[src/rtl/mem_arbiter_if.sv]
// rtl/mem_arbiter_if.sv - requester, datapath strobe and MDR signals of the shared memory port
interface mem_arbiter_if #(
    parameter int AW = 6,
    parameter int DW = 16
);
    logic [1:0]    req;
    logic [1:0]    rw;
    logic [AW-1:0] addr0;
    logic [AW-1:0] addr1;
    logic [DW-1:0] wdata0;
    logic [DW-1:0] wdata1;
    logic [1:0]    gnt;
    logic [1:0]    done;
    logic [DW-1:0] rdata;
    logic          err;
    logic          MFC;
    logic          MAR_write;
    logic          MDR_write;
    logic          MDR_mem_read;
    logic          MEM_EN;
    logic          MEM_RW;
    logic [AW-1:0] mar_in;
    logic [DW-1:0] mdr_in;
    logic [DW-1:0] mdr_out;

    modport slave (
        input  req, rw, addr0, addr1, wdata0, wdata1, MFC, mdr_out,
        output gnt, done, rdata, err, MAR_write, MDR_write, MDR_mem_read,
               MEM_EN, MEM_RW, mar_in, mdr_in
    );

    modport master (
        output req, rw, addr0, addr1, wdata0, wdata1, MFC, mdr_out,
        input  gnt, done, rdata, err, MAR_write, MDR_write, MDR_mem_read,
               MEM_EN, MEM_RW, mar_in, mdr_in
    );
endinterface

[src/rtl/mem_arbiter.sv]
// rtl/mem_arbiter.sv - round-robin two-requester sequencer for the MAR/MDR memory port
// Optional MFC watchdog enabled by defining MEM_ARB_TIMEOUT_EN.
module mem_arbiter #(
    parameter int AW      = 6,
    parameter int DW      = 16,
    parameter int TIMEOUT = 15
) (
    input  logic         clk,
    input  logic         reset,
    mem_arbiter_if.slave bus
);
    typedef enum logic [1:0] {IDLE, LATCH, ACCESS, COMPLETE} state_t;

    state_t        state_q, state_d;
    logic [1:0]    gnt_q, gnt_d;
    logic          last_q, last_d;
    logic          rw_q, rw_d;
    logic [AW-1:0] addr_q, addr_d;
    logic [DW-1:0] wdata_q, wdata_d;
    logic          sel;
    logic          tmo;

`ifdef MEM_ARB_TIMEOUT_EN
    logic [3:0]    cnt_q, cnt_d;
    logic          tmo_q, tmo_d;
    assign tmo = tmo_q;
`else
    assign tmo = 1'b0;
`endif

    assign bus.gnt = gnt_q;

    always_ff @(posedge clk or negedge reset) begin
        if (!reset) begin
            state_q <= IDLE;
            gnt_q   <= 2'b00;
            last_q  <= 1'b1;
            rw_q    <= 1'b0;
            addr_q  <= '0;
            wdata_q <= '0;
`ifdef MEM_ARB_TIMEOUT_EN
            cnt_q   <= 4'd0;
            tmo_q   <= 1'b0;
`endif
        end else begin
            state_q <= state_d;
            gnt_q   <= gnt_d;
            last_q  <= last_d;
            rw_q    <= rw_d;
            addr_q  <= addr_d;
            wdata_q <= wdata_d;
`ifdef MEM_ARB_TIMEOUT_EN
            cnt_q   <= cnt_d;
            tmo_q   <= tmo_d;
`endif
        end
    end

    always_comb begin
        state_d          = state_q;
        gnt_d            = gnt_q;
        last_d           = last_q;
        rw_d             = rw_q;
        addr_d           = addr_q;
        wdata_d          = wdata_q;
`ifdef MEM_ARB_TIMEOUT_EN
        cnt_d            = 4'd0;
        tmo_d            = 1'b0;
`endif
        bus.done         = 2'b00;
        bus.rdata        = '0;
        bus.err          = 1'b0;
        bus.MAR_write    = 1'b0;
        bus.MDR_write    = 1'b0;
        bus.MDR_mem_read = 1'b0;
        bus.MEM_EN       = 1'b0;
        bus.MEM_RW       = 1'b0;
        bus.mar_in       = '0;
        bus.mdr_in       = '0;
        // On a tie the requester not served last wins; a lone request wins outright.
        sel = (bus.req == 2'b11) ? ~last_q : bus.req[1];

        case (state_q)
            IDLE: begin
                if (|bus.req) begin
                    gnt_d   = sel ? 2'b10 : 2'b01;
                    rw_d    = bus.rw[sel];
                    addr_d  = sel ? bus.addr1 : bus.addr0;
                    wdata_d = sel ? bus.wdata1 : bus.wdata0;
                    state_d = LATCH;
                end
            end
            LATCH: begin
                bus.MAR_write = 1'b1;
                bus.mar_in    = addr_q;
                if (rw_q) begin
                    bus.MDR_write = 1'b1;
                    bus.mdr_in    = wdata_q;
                end
                state_d = ACCESS;
            end
            ACCESS: begin
                bus.MEM_EN = 1'b1;
                bus.MEM_RW = rw_q;
                if (!bus.MFC) begin
                    bus.MDR_mem_read = ~rw_q;
                    state_d          = COMPLETE;
                end
`ifdef MEM_ARB_TIMEOUT_EN
                else if (cnt_q == 4'(TIMEOUT - 1)) begin
                    tmo_d   = 1'b1;
                    state_d = COMPLETE;
                end else begin
                    cnt_d = cnt_q + 4'd1;
                end
`endif
            end
            COMPLETE: begin
                bus.done  = gnt_q;
                bus.rdata = (rw_q || tmo) ? '0 : bus.mdr_out;
                bus.err   = tmo;
                last_d    = gnt_q[1];
                gnt_d     = 2'b00;
                state_d   = IDLE;
            end
            default: state_d = IDLE;
        endcase
    end
endmodule

[src/flat_wrapper.sv]
// flat-port wrapper written by rule: the top's interface ports become plain ports
module mem_arbiter_flat 
#(
    parameter int AW      = 6,
    parameter int DW      = 16,
    parameter int TIMEOUT = 15
)
  (clk, reset, bus_req, bus_rw, bus_addr0, bus_addr1, bus_wdata0, bus_wdata1, bus_MFC, bus_mdr_out, bus_gnt, bus_done, bus_rdata, bus_err, bus_MAR_write, bus_MDR_write, bus_MDR_mem_read, bus_MEM_EN, bus_MEM_RW, bus_mar_in, bus_mdr_in);
  mem_arbiter_if #(.AW(AW), .DW(DW)) bus_i ();
  input  logic clk;
  input  logic reset;
  input wire logic [$bits(bus_i.req)-1:0] bus_req;
  input wire logic [$bits(bus_i.rw)-1:0] bus_rw;
  input wire logic [$bits(bus_i.addr0)-1:0] bus_addr0;
  input wire logic [$bits(bus_i.addr1)-1:0] bus_addr1;
  input wire logic [$bits(bus_i.wdata0)-1:0] bus_wdata0;
  input wire logic [$bits(bus_i.wdata1)-1:0] bus_wdata1;
  input wire logic [$bits(bus_i.MFC)-1:0] bus_MFC;
  input wire logic [$bits(bus_i.mdr_out)-1:0] bus_mdr_out;
  output wire logic [$bits(bus_i.gnt)-1:0] bus_gnt;
  output wire logic [$bits(bus_i.done)-1:0] bus_done;
  output wire logic [$bits(bus_i.rdata)-1:0] bus_rdata;
  output wire logic [$bits(bus_i.err)-1:0] bus_err;
  output wire logic [$bits(bus_i.MAR_write)-1:0] bus_MAR_write;
  output wire logic [$bits(bus_i.MDR_write)-1:0] bus_MDR_write;
  output wire logic [$bits(bus_i.MDR_mem_read)-1:0] bus_MDR_mem_read;
  output wire logic [$bits(bus_i.MEM_EN)-1:0] bus_MEM_EN;
  output wire logic [$bits(bus_i.MEM_RW)-1:0] bus_MEM_RW;
  output wire logic [$bits(bus_i.mar_in)-1:0] bus_mar_in;
  output wire logic [$bits(bus_i.mdr_in)-1:0] bus_mdr_in;
  assign bus_i.req = bus_req;
  assign bus_i.rw = bus_rw;
  assign bus_i.addr0 = bus_addr0;
  assign bus_i.addr1 = bus_addr1;
  assign bus_i.wdata0 = bus_wdata0;
  assign bus_i.wdata1 = bus_wdata1;
  assign bus_i.MFC = bus_MFC;
  assign bus_i.mdr_out = bus_mdr_out;
  assign bus_gnt = bus_i.gnt;
  assign bus_done = bus_i.done;
  assign bus_rdata = bus_i.rdata;
  assign bus_err = bus_i.err;
  assign bus_MAR_write = bus_i.MAR_write;
  assign bus_MDR_write = bus_i.MDR_write;
  assign bus_MDR_mem_read = bus_i.MDR_mem_read;
  assign bus_MEM_EN = bus_i.MEM_EN;
  assign bus_MEM_RW = bus_i.MEM_RW;
  assign bus_mar_in = bus_i.mar_in;
  assign bus_mdr_in = bus_i.mdr_in;
  mem_arbiter #(.AW(AW), .DW(DW), .TIMEOUT(TIMEOUT)) u_core (.clk(clk), .reset(reset), .bus(bus_i));
endmodule
[config.mk]
export PLATFORM = sky130hd
export DESIGN_NAME = mem_arbiter_flat
export DESIGN_NICKNAME = d
export VERILOG_FILES = /design/src/rtl/mem_arbiter_if.sv /design/src/rtl/mem_arbiter.sv /design/src/flat_wrapper.sv
export SDC_FILE = /design/constraint.sdc
export NUM_CORES = 1
export LEC_CHECK = 0
export BUFFER_PORTS_ARGS = -buffer_cell sky130_fd_sc_hd__buf_2
export CORE_MARGIN = 4
export CORE_UTILIZATION = 35
export DETAILED_ROUTE_END_ITERATION = 12
export GPL_TIMING_DRIVEN = 1
export PLACE_DENSITY = 0.69
export SYNTH_ARGS = -nofsm -noshare
export SYNTH_HDL_FRONTEND = slang
export SYNTH_SLANG_ARGS = --single-unit
[constraint.sdc]
create_clock -name clk -period 2.13 [get_ports clk]
set_clock_uncertainty 0.1 [all_clocks]
set_input_delay 0.3195 -clock clk [delete_from_list [all_inputs] [get_ports clk]]
set_output_delay 0.3195 -clock clk [all_outputs]
set_load 0.02 [all_outputs]
==> results of run 1 <==
-- cell families after synthesis --
kind of cell,Yosys count
simple gates,119
compound gates,30
flops,28
buf+inv,17
fa+ha+maj,8
mux,4
other cells,1
-- worst paths after layout --
kind	startpoint	end	slack, ps	depth (start not counted)
min	bus_addr1[1]	u_core.addr_q[1]$_DFFE_PN0P_	180	3
max reg2reg	u_core.state_q[0]$_DFFE_PN0P_	u_core.addr_q[0]$_DFFE_PN0P_	420	6
max	u_core.state_q[1]$_DFFE_PN0P_	bus_mdr_in[3]	130	5
min in group asynchronous	reset	u_core.wdata_q[9]$_DFFE_PN0P_	490	2
max in group asynchronous	reset	u_core.state_q[1]$_DFFE_PN0P_	1000	2
min reg2reg	u_core.addr_q[3]$_DFFE_PN0P_	u_core.addr_q[3]$_DFFE_PN0P_	450	2
-- cell usage after synthesis --
master	number
a22o_1	1
dfstp_2	1
dfrtp_1	27
mux2i_1	1
nor3b_1	1
mux2_1	1
buf_2	4
nor2_1	28
and2_1	26
ha_1	8
conb_1	1
nand2_1	47
mux2_2	2
o21a_1	1
inv_1	3
clkbuf_1	4
or3_1	1
buf_6	2
a21bo_2	1
a21oi_1	2
a31oi_1	24
and3_1	16
buf_4	4
a21boi_2	1
-- metal layers --
layer | GRT usage [%] | up-vias
li1 | - | 904
met1 | 18.7 | 802
met2 | 28.3 | 84
met3 | 3.83 | 11
met4 | 4.63 | 0
met5 | 0 | -
-- repair_timing --
item | in CTS | in global routing
resized for setup | 1 | 2
setup buffers | 0 | 0
hold buffers | 1 | 0
setup endpoints to repair | 16 | 19
endpoints found under the hold margin | 27 | 0
gates cloned | 0 | 0
-- layout by cell type (no fill, tap or decap), types with 2 or more instances in the layout --
| master | instances |
|---|---|
| dfrtp_1 | 26 |
| nand2_1 | 47 |
| a31oi_1 | 24 |
| mux2_2 | 2 |
| clkbuf_8 | 3 |
| ha_1 | 8 |
| buf_2 | 113 |
| and2_1 | 26 |
| buf_4 | 6 |
| nor2_1 | 27 |
| and3_1 | 16 |
| a21oi_1 | 2 |
| inv_1 | 3 |
-- sequential cells by signal (all words and copies together) (netlist names) --
name	count
u_core.rw_q	1
u_core.addr_q	6
u_core.state_q	2
u_core.last_q	1
u_core.wdata_q	16
u_core.bus.gnt	2
-- worst min-delay path: stages --
cell and delay, ps:
buf_2 100, nand2_1 40, a31oi_1 70
-- layout make-up --
class / count / area [um2]
clock buffers: 4 / 45.0
fillers: 493 / 2350
inverters: 3 / 11.3
multi-input cells: 162 / 911
flip-flops and latches: 28 / 703
well taps: 67 / 83.8
repair buffers: 120 / 621
-- per-stage QoR --
| stage | instances | utilization (%) | worst slack [ps] | hold WS [ps] | instance area, um2 |
|---|---|---|---|---|---|
| 2_1_floorplan | 207 | - | 299 | -76.1 | 1700 |
| 4_1_cts | 384 | 50.1 | 15.4 | 173 | 2370 |
| 6_report | 384 | 50.3 | 125 | 181 | 2370 |
| 5_1_grt | 384 | 50.3 | 4.77 | 179 | 2370 |
| 3_5_place_dp | 379 | 48.9 | 132 | 281 | 2310 |
| 3_3_place_gp | 379 | 48.9 | 242 | 279 | 2310 |
-- where the power goes --
group	total (mW)	internal, mW	switching (mW)	leakage [nW]
combinational	1.76	0.690	1.07	1.01
clock	0.298	0.134	0.164	0.0228
sequential	0.961	0.812	0.149	0.314
total	3.02	1.64	1.38	1.34
==> results.sh, run 1 <==
export IMPL_outcome="finished, final reports clean"
export IMPL_syn_inst=207
export IMPL_htree_num_levels=1
export IMPL_crit_slowest_cell="dfrtp_2"
export IMPL_dieArea_um2=6050
export IMPL_vias_per_cell=4.69
export IMPL_finalCritPeriodShare_pct=94.1
export IMPL_final_hold_viol_count=0
export IMPL_grt_pass1_wl_um=7890
export IMPL_highest_layer="met4"
export IMPL_drive_above_1_share_pct=40.7
export IMPL_synthesis_nets=282
export IMPL_wl_met3_um=474
export IMPL_max_freq_mhz=499
export IMPL_cp_data_arrival_time_ps=1590
export IMPL_hold_class="in -> reg"
export IMPL_setup_worst_path_class="reg -> out"
export IMPL_cts_tree="done"
export IMPL_track_usage_pct=15.9
export IMPL_ir_drop_mv=0.425
export IMPL_num_vias=1801
export IMPL_path_cells="inv_1 -> ha_1 -> buf_4 -> and3_1 -> buf_2"
export IMPL_clockRootBuffer="clkbuf_8"
export IMPL_cp_start_kind="register"
export IMPL_clk_latency_ps=270
export IMPL_ant_nets=0
export IMPL_synth_top_area_share_pct=39.6
export IMPL_yosysSeqAreaShare_pct=41.2
export IMPL_die_y_um=77.8
export IMPL_slew_violations=0
export IMPL_synthXorXnorAreaFrac_pct=0
export IMPL_antenna_found_initial=0
export IMPL_syn_area_um2=1700
export IMPL_final_setup_viol_count=0
export IMPL_endpoint_kind="output port"
export IMPL_cp_max_fo=17
export IMPL_area_growth_pct=39.4
export IMPL_synth_area_leaders="dfrtp_1 (40%), nand2_1 (10%), and2_1 (9.5%)"
export IMPL_finalCriticalPeriod_ps=2000
export IMPL_clock_path_buffers=2
export IMPL_wirelength_met1_um=2100
export IMPL_worstPathRequired_ps=1710
export IMPL_synth_adder_area_share_pct=5.87
export IMPL_cp_top_family="buffers and inverters"
export IMPL_routed_wl_um=4860
export IMPL_drcViolationCount=0
export IMPL_powerDensity_nw_per_um2=1270
export IMPL_synth_simple_gate_area_share_pct=32.7
export IMPL_io_buffer_count=113
export IMPL_grt_max_degree=29
export IMPL_finalPower_mw=3.02
export IMPL_cts_sinks=28
export IMPL_synth_seq_cells=28
export IMPL_place_congestion=0.803
export IMPL_die_w_um=77.8
export IMPL_synth_top_family_by_area="simple AND/OR/NAND/NOR gates"
export IMPL_wl_met2_um=2210
export IMPL_wl_per_cell_um=12.7
export IMPL_finalSetupTns_ps=0
export IMPL_postSynthAreaPerCell_um2=8.23
export IMPL_synth_compound_area_share_pct=11.6
export IMPL_grt_pass1_vias=1788
export IMPL_hpwl_um=3660
export IMPL_rows=25
export IMPL_synth_warnings=0
export IMPL_slowest_delay_ps=450
export IMPL_path_clk_slew_ps=100
export IMPL_initialDrtViolationCount=68
export IMPL_synth_cell_types=24
export IMPL_rsz0062_at_grt="no"
export IMPL_nets=393
export IMPL_worst_path_buf_inv=3
export IMPL_synth_top_cell_by_area="dfrtp_1"
export IMPL_core_um2=4720
export IMPL_p_leak_nw=1.34
export IMPL_gr_total_overflow=0
export IMPL_slew_headroom_pct=57.5
export IMPL_firstDrtPassIters=4
export IMPL_io_pins=115
export IMPL_synthMuxAreaShare_pct=2.57
export IMPL_n_antenna_cell=0
export IMPL_initial_utilization_pct=36.1
export IMPL_worst_slew_pin_slew_ps=638
export IMPL_max_cap_viol_count=0
export IMPL_numCtsBuffers=3
Power figures use the tool's default switching activity.
==> run 2: changes to the inputs <==
--- a/constraint.sdc
+++ b/constraint.sdc
@@ -4,2 +4,2 @@
 set_output_delay 0.3195 -clock clk [all_outputs]
-set_load 0.02 [all_outputs]
+set_load 0.1 [all_outputs]
==> results.sh, run 2 (synthesized netlist as in run 1, its figures left out) <==
export IMPL_max_cap_viol_count=0
export IMPL_max_freq_mhz=487
export IMPL_antenna_found_initial=0
export IMPL_grt_max_degree=29
export IMPL_layout_commonest_cell="buf_2"
export IMPL_finalCritPeriodShare_pct=96.5
export IMPL_p_leak_nw=1.48
export IMPL_min_from="bus_addr0[3]"
export IMPL_gr_total_overflow=0
export IMPL_slew_headroom_pct=57.6
export IMPL_worstPathRequired_ps=1710
export IMPL_finalNonFillerCells=387
export IMPL_outcome="finished, final reports clean"
export IMPL_final_setup_viol_count=0
export IMPL_worst_slew_pin_slew_ps=636
export IMPL_vias_per_cell=4.73
export IMPL_dieArea_um2=6050
export IMPL_path_clk_slew_ps=90
export IMPL_ant_nets=0
export IMPL_nFillCells=379
export IMPL_cp_start_kind="register"
export IMPL_finalCriticalPeriod_ps=2050
export IMPL_slowest_delay_ps=460
export IMPL_wl_per_cell_um=13.2
export IMPL_wirelength_met1_um=2100
export IMPL_routed_wl_um=5090
export IMPL_final_hold_viol_count=0
export IMPL_die_y_um=77.8
export IMPL_clockRootBuffer="clkbuf_8"
export IMPL_io_buffer_count=113
export IMPL_finalSetupTns_ps=0
export IMPL_nets=396
export IMPL_cp_startpoint="u_core.state_q[1]$_DFFE_PN0P_"
export IMPL_numCtsBuffers=3
export IMPL_htree_num_levels=1
export IMPL_path_cells="inv_1 -> ha_4 -> buf_2"
export IMPL_n_antenna_cell=0
export IMPL_largest_reg_flops=16
export IMPL_top_regs="u_core.wdata_q x16, u_core.addr_q x6"
export IMPL_core_um2=4720
export IMPL_most_common_layout_cells="buf_2 (72), nand2_1 (47), buf_12 (41)"
export IMPL_rr_startpoint="u_core.state_q[0]$_DFFE_PN0P_"
export IMPL_ff_latch_area_um2=704
export IMPL_cp_data_arrival_time_ps=1640
export IMPL_endpoint_kind="output port"
export IMPL_initial_utilization_pct=36.1
export IMPL_cts_sinks=28
export IMPL_worstSetupEndpoint="bus_MAR_write"
export IMPL_die_w_um=77.8
export IMPL_r2r_cells=6
export IMPL_track_usage_pct=16.8
export IMPL_hold_class="in -> reg"
export IMPL_ff2ff_setup_slack_ps=340
export IMPL_cp_max_fo=17
export IMPL_clk_latency_ps=270
export IMPL_regToRegEndpoint="u_core.wdata_q[14]$_DFFE_PN0P_"
export IMPL_wl_met3_um=486
export IMPL_rows=25
export IMPL_multi_input_area_um2=1010
export IMPL_grt_pass1_vias=1757
export IMPL_setup_worst_path_class="reg -> out"
export IMPL_regMostFlops="u_core.wdata_q"
export IMPL_clock_path_buffers=2
export IMPL_place_congestion=0.739
export IMPL_firstDrtPassIters=4
export IMPL_grt_pass1_wl_um=8300
export IMPL_ir_drop_mv=0.697
export IMPL_wl_met2_um=2440
export IMPL_finalPower_mw=5.65
export IMPL_powerDensity_nw_per_um2=1810
export IMPL_initialDrtViolationCount=42
export IMPL_hpwl_um=4160
export IMPL_io_pins=115
export IMPL_dp_cells=380
export IMPL_slew_violations=0
export IMPL_area_growth_pct=83.4
export IMPL_drcViolationCount=0
export IMPL_highest_layer="met4"
export IMPL_num_vias=1830
export IMPL_crit_slowest_cell="buf_2"
export IMPL_drive_above_1_share_pct=51.2
export IMPL_cts_tree="done"
export IMPL_rsz0062_at_grt="no"
-- run 2: cell types whose count changed in the layout (fill, tap and decap cells not counted), moves of 3 or more --
cell    previous run  this run
and2_1            26        14
and3_1            16         0
and2_2             0        12
and3_2             0         6
buf_12             0        41
buf_4              6         9
and3_4             0        10
buf_2            113        72
-- run 2: metrics by stage --
stage | hold slack, ps | util [%] | area, um2 | worst slack, ps
3_5_place_dp | 276 | 64.4 | 3040 | 282
5_1_grt | 187 | 66.2 | 3130 | 10.2
3_3_place_gp | 282 | 64.4 | 3040 | 354
2_1_floorplan | -76.1 | - | 1810 | -173
4_1_cts | 177 | 65.8 | 3110 | 12.2
6_report | 183 | 66.2 | 3130 | 75.5
-- run 2: worst max-delay path, delay by kind of cell (launching register included) --
kind                       cells  cell delay [ps]
buffers and inverters          2              630
DFF                            1              450
adders and majority gates      1              280
-- run 2: how the worst min path moves through the flow --
stage	to	slack [ps]	cells past startpoint
detailed placement	u_core.bus.gnt[0]$_DFFE_PN0P_	280	1
global route	u_core.wdata_q[10]$_DFFE_PN0P_	190	3
floorplan	u_core.addr_q[0]$_DFFE_PN0P_	-80	0
global placement	u_core.bus.gnt[0]$_DFFE_PN0P_	280	1
finish	u_core.addr_q[3]$_DFFE_PN0P_	180	3
CTS	u_core.addr_q[4]$_DFFE_PN0P_	180	3
-- run 2: layer usage --
metal  vias up  track usage, %
li1        913               -
met1       816            20.6
met2        93            28.9
met3         8            4.18
met4         0            5.16
met5         -               0
-- run 2: what timing repair did --
action | 4_1_cts | 5_1_grt
hold buffers | 1 | 0
gates resized for setup | 0 | 2
endpoints found under the setup margin | 0 | 26
endpoints found under the hold margin | 27 | 0
buffers inserted | 0 | 2
-- run 2: power breakdown --
group          internal (mW)  total [mW]  switching (mW)
clock network          0.165       0.329           0.163
logic                   1.49        4.34            2.85
registers              0.815       0.979           0.164
-- run 2: area by class of cell --
type	instances	area share [%]
repair buffers	123	40.3
flip-flops and latches	28	22.5
clock buffers	4	1.76
well taps	67	2.68
multi-input cells	162	32.4
inverters	3	0.360
